--- src/rtl/aes_pkg.sv ---
// Shared AES datapath constants and the block-serializer state encoding.
package aes_pkg;

  localparam int AES_BLOCK_BITS = 128;
  localparam int AES_WORD_BITS  = 32;

  typedef enum logic {
    SER_IDLE = 1'b0,
    SER_SEND = 1'b1
  } ser_state_t;

endpackage

--- src/rtl/aes_block_serializer.sv ---
// Pops 128-bit AES result blocks from a one-entry register and streams them MSW-first
// as OBITS-wide words on valid/ready. Optional out_last port under AES_SER_LAST_EN.
module aes_block_serializer
  import aes_pkg::*;
#(
  parameter int WBITS = AES_BLOCK_BITS,
  parameter int OBITS = AES_WORD_BITS
) (
  input  logic             clock,
  input  logic             resetn,
  input  logic             src_empty,
  input  logic [WBITS-1:0] src_rdata,
  output logic             src_ren,
  output logic             out_valid,
  input  logic             out_ready,
  output logic [OBITS-1:0] out_data,
  output logic             busy
`ifdef AES_SER_LAST_EN
  ,
  output logic             out_last
`endif
);

  localparam int NWORDS = WBITS / OBITS;
  localparam int CW     = (NWORDS > 1) ? $clog2(NWORDS) : 1;
  localparam logic [CW-1:0] LAST_CNT = CW'(NWORDS - 1);

  ser_state_t       state_q;
  logic [WBITS-1:0] shreg_q;
  logic [CW-1:0]    cnt_q;

  logic hs;
  logic last_word;

  assign out_valid = (state_q == SER_SEND);
  assign busy      = (state_q == SER_SEND);
  assign out_data  = shreg_q[WBITS-1 -: OBITS];
  assign hs        = out_valid & out_ready;
  assign last_word = (cnt_q == LAST_CNT);

  // A pop while sending is only allowed on the edge that retires the final word,
  // which is what lets chained blocks stream without a bubble.
  assign src_ren = resetn & ~src_empty &
                   ((state_q == SER_IDLE) | ((state_q == SER_SEND) & hs & last_word));

`ifdef AES_SER_LAST_EN
  assign out_last = out_valid & last_word;
`endif

  always_ff @(posedge clock) begin
    if (!resetn) begin
      state_q <= SER_IDLE;
      shreg_q <= '0;
      cnt_q   <= '0;
    end else if (src_ren) begin
      state_q <= SER_SEND;
      shreg_q <= src_rdata;
      cnt_q   <= '0;
    end else if (hs) begin
      if (last_word) begin
        state_q <= SER_IDLE;
      end else begin
        shreg_q <= shreg_q << OBITS;
        cnt_q   <= cnt_q + 1'b1;
      end
    end
  end

endmodule

--- config.mk ---
export PLATFORM = sky130hd
export DESIGN_NAME = aes_block_serializer
export DESIGN_NICKNAME = d
export VERILOG_FILES = /design/src/rtl/aes_pkg.sv /design/src/rtl/aes_block_serializer.sv
export SDC_FILE = /design/constraint.sdc
export NUM_CORES = 1
export LEC_CHECK = 0
export CELL_PAD_IN_SITES_DETAIL_PLACEMENT = 0
export CELL_PAD_IN_SITES_GLOBAL_PLACEMENT = 2
export CORE_MARGIN = 2
export CORE_UTILIZATION = 24
export CTS_CLUSTER_DIAMETER = 200
export DETAILED_ROUTE_END_ITERATION = 7
export GPL_TIMING_DRIVEN = 0
export PLACE_DENSITY_LB_ADDON = 0.1
export RECOVER_POWER = 25
export SLEW_MARGIN = 5
export SYNTH_ARGS = -nofsm -noshare
export SYNTH_HDL_FRONTEND = slang
export SYNTH_SLANG_ARGS = --single-unit
--- constraint.sdc ---
create_clock -name clock -period 1.5 [get_ports clock]
set_input_delay 0.15 -clock clock [delete_from_list [all_inputs] [get_ports clock]]
set_output_delay 0.15 -clock clock [all_outputs]
set_load 0.1 [all_outputs]
Word level (Yosys, flattened, before mapping)
Index checks and enable logic that the tools add are counted.
{"block": "totals", "regBits": 131, "input_bits": 132, "out_inout_bits": 35, "word_cells": 28}
{"block": "classes", "n_addsub": 1, "eq_ne": 2, "muxes": 6, "n_bitwise": 10, "reduce_logical": 6}
{"cell": "128-bit 2-to-1 mux", "n": 3}
{"cell": "2-bit AND reduction", "n": 3}
{"cell": "1-bit bitwise AND", "n": 5}
{"cell": "1-bit NOT", "n": 4}
{"cell": "2-bit nonzero test", "n": 2}
{"cell": "1-bit 2-to-1 mux", "n": 3}
{"cell": "2-bit by 1-bit adder with 2-bit output (second input constant)", "n": 1}
{"cell": "2-bit == test (second input constant)", "n": 1}
{"cell": "2-bit != test (second input constant)", "n": 1}
{"cell": "2-bit OR reduction", "n": 1}
{"cell": "1-bit bitwise OR", "n": 1}

Depth between registers and ports, before layout
{"block": "depth", "word_depth": 7, "depth_mapped": 8, "depth_no_buf": 6}

Worst setup path before layout
No wires, ideal clock.
{"block": "synth_path", "path_kind": "register to register", "start": "register state_q (netlist: busy)", "end": "register shreg_q[90]", "setup_time_ns": 0.119, "arrival_time_ns": 1.986, "slack_ns": -0.606, "path_stages_with_launch": 8, "path_buffers": 2, "cell_sequence": "dfxtp_1 a21bo_1 nand2_4 inv_2 buf_8 buf_6 a21oi_1 a21oi_1"}
{"block": "synth_via", "elab_chain_len": 7, "word_cells_on_any_way": 10}
{"element": "start, declared", "line": "aes_block_serializer.sv:28", "rtl": "ser_state_t state_q;"}
{"element": "start signal, assigned", "line": "aes_block_serializer.sv:52", "rtl": "state_q <= SER_IDLE;"}
{"element": "start signal, assigned", "line": "aes_block_serializer.sv:56", "rtl": "state_q <= SER_SEND;"}
{"element": "start signal, assigned", "line": "aes_block_serializer.sv:61", "rtl": "state_q <= SER_IDLE;"}
{"element": "1-bit bitwise AND", "line": "aes_block_serializer.sv:38", "rtl": "assign hs = out_valid & out_ready;"}
{"element": "1-bit bitwise AND (2 in a row)", "line": "aes_block_serializer.sv:44", "rtl": "((state_q == SER_IDLE) | ((state_q == SER_SEND) & hs & last_word));"}
{"element": "1-bit bitwise OR (*)", "line": "aes_block_serializer.sv:44"}
{"element": "1-bit bitwise AND (*)", "line": "aes_block_serializer.sv:43", "rtl": "assign src_ren = resetn & ~src_empty &"}
{"element": "via src_ren", "line": "aes_block_serializer.sv:13", "rtl": "output logic src_ren,"}
{"element": "2-bit != test (no line) or 2-bit nonzero test (tied branches)"}
{"element": "2-bit AND reduction (no line)"}
{"element": "end signal, assigned", "line": "aes_block_serializer.sv:57", "rtl": "shreg_q <= src_rdata;"}
{"element": "end signal, assigned", "line": "aes_block_serializer.sv:63", "rtl": "shreg_q <= shreg_q << OBITS;"}
{"element": "end, declared", "line": "aes_block_serializer.sv:29", "rtl": "logic [WBITS-1:0] shreg_q;"}
The timed path passes the listed nets; every way through them passes the cells marked *.
A chain may end at the register's enable or synchronous reset.

Worst setup path in the final report
{"block": "layout_path", "start": "register cnt_q[0]", "end": "output port src_ren"}
{"block": "layout_via", "elab_chain_len": 4}
{"element": "start, declared", "line": "aes_block_serializer.sv:30", "rtl": "logic [CW-1:0] cnt_q;"}
{"element": "start signal, assigned", "line": "aes_block_serializer.sv:64", "rtl": "cnt_q <= cnt_q + 1'b1;"}
{"element": "2-bit == test", "line": "aes_block_serializer.sv:39", "rtl": "assign last_word = (cnt_q == LAST_CNT);"}
{"element": "1-bit bitwise AND", "line": "aes_block_serializer.sv:44"}
{"element": "1-bit bitwise OR", "line": "aes_block_serializer.sv:44"}
{"element": "1-bit bitwise AND", "line": "aes_block_serializer.sv:43"}
{"element": "end, declared", "line": "aes_block_serializer.sv:13"}
Every way passes these cells.

==> results by group <==
Status
  – Run status: finished with violations
  – Failing checks: negative setup slack

Setup path
  – Required time of the critical path: 1350 ps
  – Setup crit end: src_ren
  – Crit path from: cnt_q[0]
  – Crit path max fanout: 2
  – WP data arrival: 1650 ps
  – Worst setup EP type: primary output
  – RR Endpoint: shreg_q[70]
  – RR Startpoint: cnt_q[0]
  – Worst-case reg-to-reg path depth: 10
  – Flop2flop setup slack: -280 ps
  – CP startpoint kind: register
  – Kind of critical path: reg2out

Yosys
  – Yosys top cell by area: dfxtp_1
  – Synthesized area: 5640 µm²
  – Register area share after synthesis: 0.465
  – Number of flops mapped to enable cells by yosys: 0
  – Mapped Cells: 691
  – Syn nets: 824
  – Post-synth cell types: 27
  – Ranking of synthesized cells by area: dfxtp_1, a21oi_1, o21ai_0, nand2_1, buf_4
  – Ys flop type: dfxtp_1
  – #FFs+latches synth: 131
  – Avg Inst Size Synth: 8.16 µm²
  – Async set or reset register ratio after synthesis: 0
  – Ys Warns: 0
  – Synth top area share: 0.465

Clock network
  – CTS tree: yes
  – CTS Hold Bufs: 0
  – Clk sinks: 131
  – H-tree Lvls: 4
  – Clk_lat worst skew: 420 ps
  – Maximum clock insertion buffer count: 2
  – Root Buffer: clkbuf_16
  – Clock slew at reported path FFs: 60 ps
  – TritonCTS buffer count: 17

Placement
  – Dpl ws: -1330 ps
  – Placer congestion estimate: 0.808
  – Dpl cells: 1176
  – Placed Area: 7960 µm²
  – PortBufs: 166
  – Post-DP HPWL: 15600 µm

STA
  – Fin. max-slew vios: 0
  – Post-Route Setup TNS: -24970 ps
  – Post-route setup slack: -301 ps
  – Max-slew headroom: 0.620
  – Crit share post-route: 1.20
  – Final Hold Vio Count: 0
  – Fmax: 555 MHz
  – Final Setup Violations: 131
  – RSZ-0062 raised after global routing: true
  – Final setup skew: 10.6 ps
  – Worst slew pin tran: 570 ps
  – Min cycle time layout: 1800 ps

Pwr
  – Pleak: 3.67 nW
  – VDD IR-drop max: 0.566 mV
  – Pwr/cell area: 1130 nW/µm²

Routing
  – DR iter-0 viols: 302
  – Pre-antenna DRT Iters: 5
  – Via/cell ratio: 4.59
  – Drt total wl: 22900 µm
  – Routed length per instance: 18.4 µm
  – DRT antenna net count: 0
  – Routed vias: 5723
  – Drc violations: 0

Finish
  – Area delta synth->final: 77.5%
  – Fillers: 2334
  – Layout cells sized above 1: 0.392
  – Area of the multi-input gates: 3310 µm²
  – N_diodes: 0
  – Post-layout net count: 1050
  – Seq. cell area: 2630 µm²
  – Final std cells w/o fill: 1247
  – Post-route cell area: 10000 µm²

Floorplan
  – Height of the die: 157 µm
  – Rows: 56
  – Die ar.: 24700 µm²
  – Die span in x: 157 µm
  – Core area: 23300 µm²
  – I/O Pins: 167
  – Initial Util: 0.243

Min path
  – Worst hold-check path type: in2reg

Run
  – MaxCap Viol Count: 0

Global routing
  – First-pass GRT wire length: 33000 µm
  – Total GRT Usage: 0.177
  – Vias in the first global route: 5922
  – Grt ovf: 0
  – Pin count of the biggest net entering global routing: 17
  – Initial antenna violation count: 0
==> through the flow <==
step / util / hold WS [ps] / power (mW)
floorplan: - / 245 / 5.56
global placement: 0.342 / 441 / 6.45
detailed placement: 0.342 / 446 / 6.46
CTS: 0.388 / 352 / 11.1
global route: 0.431 / 387 / 11.8
finish: 0.431 / 369 / 11.4
==> kinds of logic after synthesis <==
group / synth area share
compound gates: 0.314
simple gates: 0.108
flops: 0.465
buf+inv: 0.109
xor+xnor: 0.00155
fa+ha+maj: 0.00222
==> critical path, stage by stage, from the launching register on <==
cell and delay [ps]:
dfxtp_2 340, ha_4 160, a21bo_4 210, nand2_4 80, inv_4 40, buf_12 120, buf_16 120, buf_16 160
==> registers in the layout, indices dropped and copies added, names as in the netlist <==
name	flops
busy	1
cnt_q	2
shreg_q	128
==> synthesized netlist by cell type (10+ instances only) <==
master	instances
a21oi_1	183
a21oi_2	10
a22oi_1	32
buf_2	22
buf_4	37
buf_6	10
clkbuf_1	24
dfxtp_1	131
nand2_1	99
nor2b_1	32
o21ai_0	86
o21ai_1	10
==> timing repair <==
action,4_1_cts,5_1_grt
buffers inserted,7,21
endpoints found under the setup margin,163,131
gates cloned,3,12
gates resized for setup,306,126
pin swaps,10,26
==> cells in the final DEF, fill, tap and decap left out, types with 2 or more instances in the layout <==
cell	n
clkdlybuf4s50_1	131
dfxtp_1	128
nand2_1	93
a21oi_2	84
a21oi_1	76
o21ai_0	76
buf_4	55
buf_2	36
a21oi_4	33
a22oi_2	32
nor2b_1	32
clkbuf_16	29
buf_12	20
clkbuf_1	12
o21ai_1	11
clkbuf_2	11
buf_6	9
o21ai_2	9
buf_16	5
buf_8	5
clkbuf_4	5
clkinv_2	5
nand2_4	4
bufinv_16	4
nand2_2	3
inv_4	2
clkbuf_8	2
dfxtp_2	2
==> metal layers <==
layer  vias to the layer above  wire [µm]  share of wire  global-route usage
li1                       2837          -              -                   -
met1                      2727      10500           0.46               0.230
met2                       140      11100           0.49               0.295
met3                        19        937          0.041              0.0339
met4                         0        365          0.016              0.0550
met5                         -          0              0                   0
==> area by class of cell <==
type | count | share of cell area
clock inverter | 11 | 0.0159
multi-input combinational | 463 | 0.330
tap | 319 | 0.0398
inverter | 2 | 0.000999
clock buffer | 19 | 0.0452
sequential | 131 | 0.262
buffer | 94 | 0.0896
timing repair buffer | 208 | 0.216
==> how the worst min path moves through the flow <==
| stage | from | to | slack (ps) | cells after the start |
|---|---|---|---|---|
| 4_1_cts | src_rdata[116] | shreg_q[116] | 350 | 3 |
| 6_report | src_rdata[121] | shreg_q[121] | 370 | 3 |
| 3_5_place_dp | shreg_q[37] | shreg_q[69] | 450 | 2 |
| 5_1_grt | src_rdata[117] | shreg_q[117] | 390 | 3 |
| 2_1_floorplan | src_empty | busy | 250 | 1 |
| 3_3_place_gp | shreg_q[70] | shreg_q[102] | 440 | 2 |
==> report_power, final <==
part | switching (mW) | total (mW) | internal, mW
Combinational | 1.77 | 3.04 | 1.26
Sequential | 0.169 | 3.93 | 3.77
Clock | 1.56 | 4.39 | 2.83
Total | 3.50 | 11.4 | 7.86
Power figures use the tool's default switching activity.
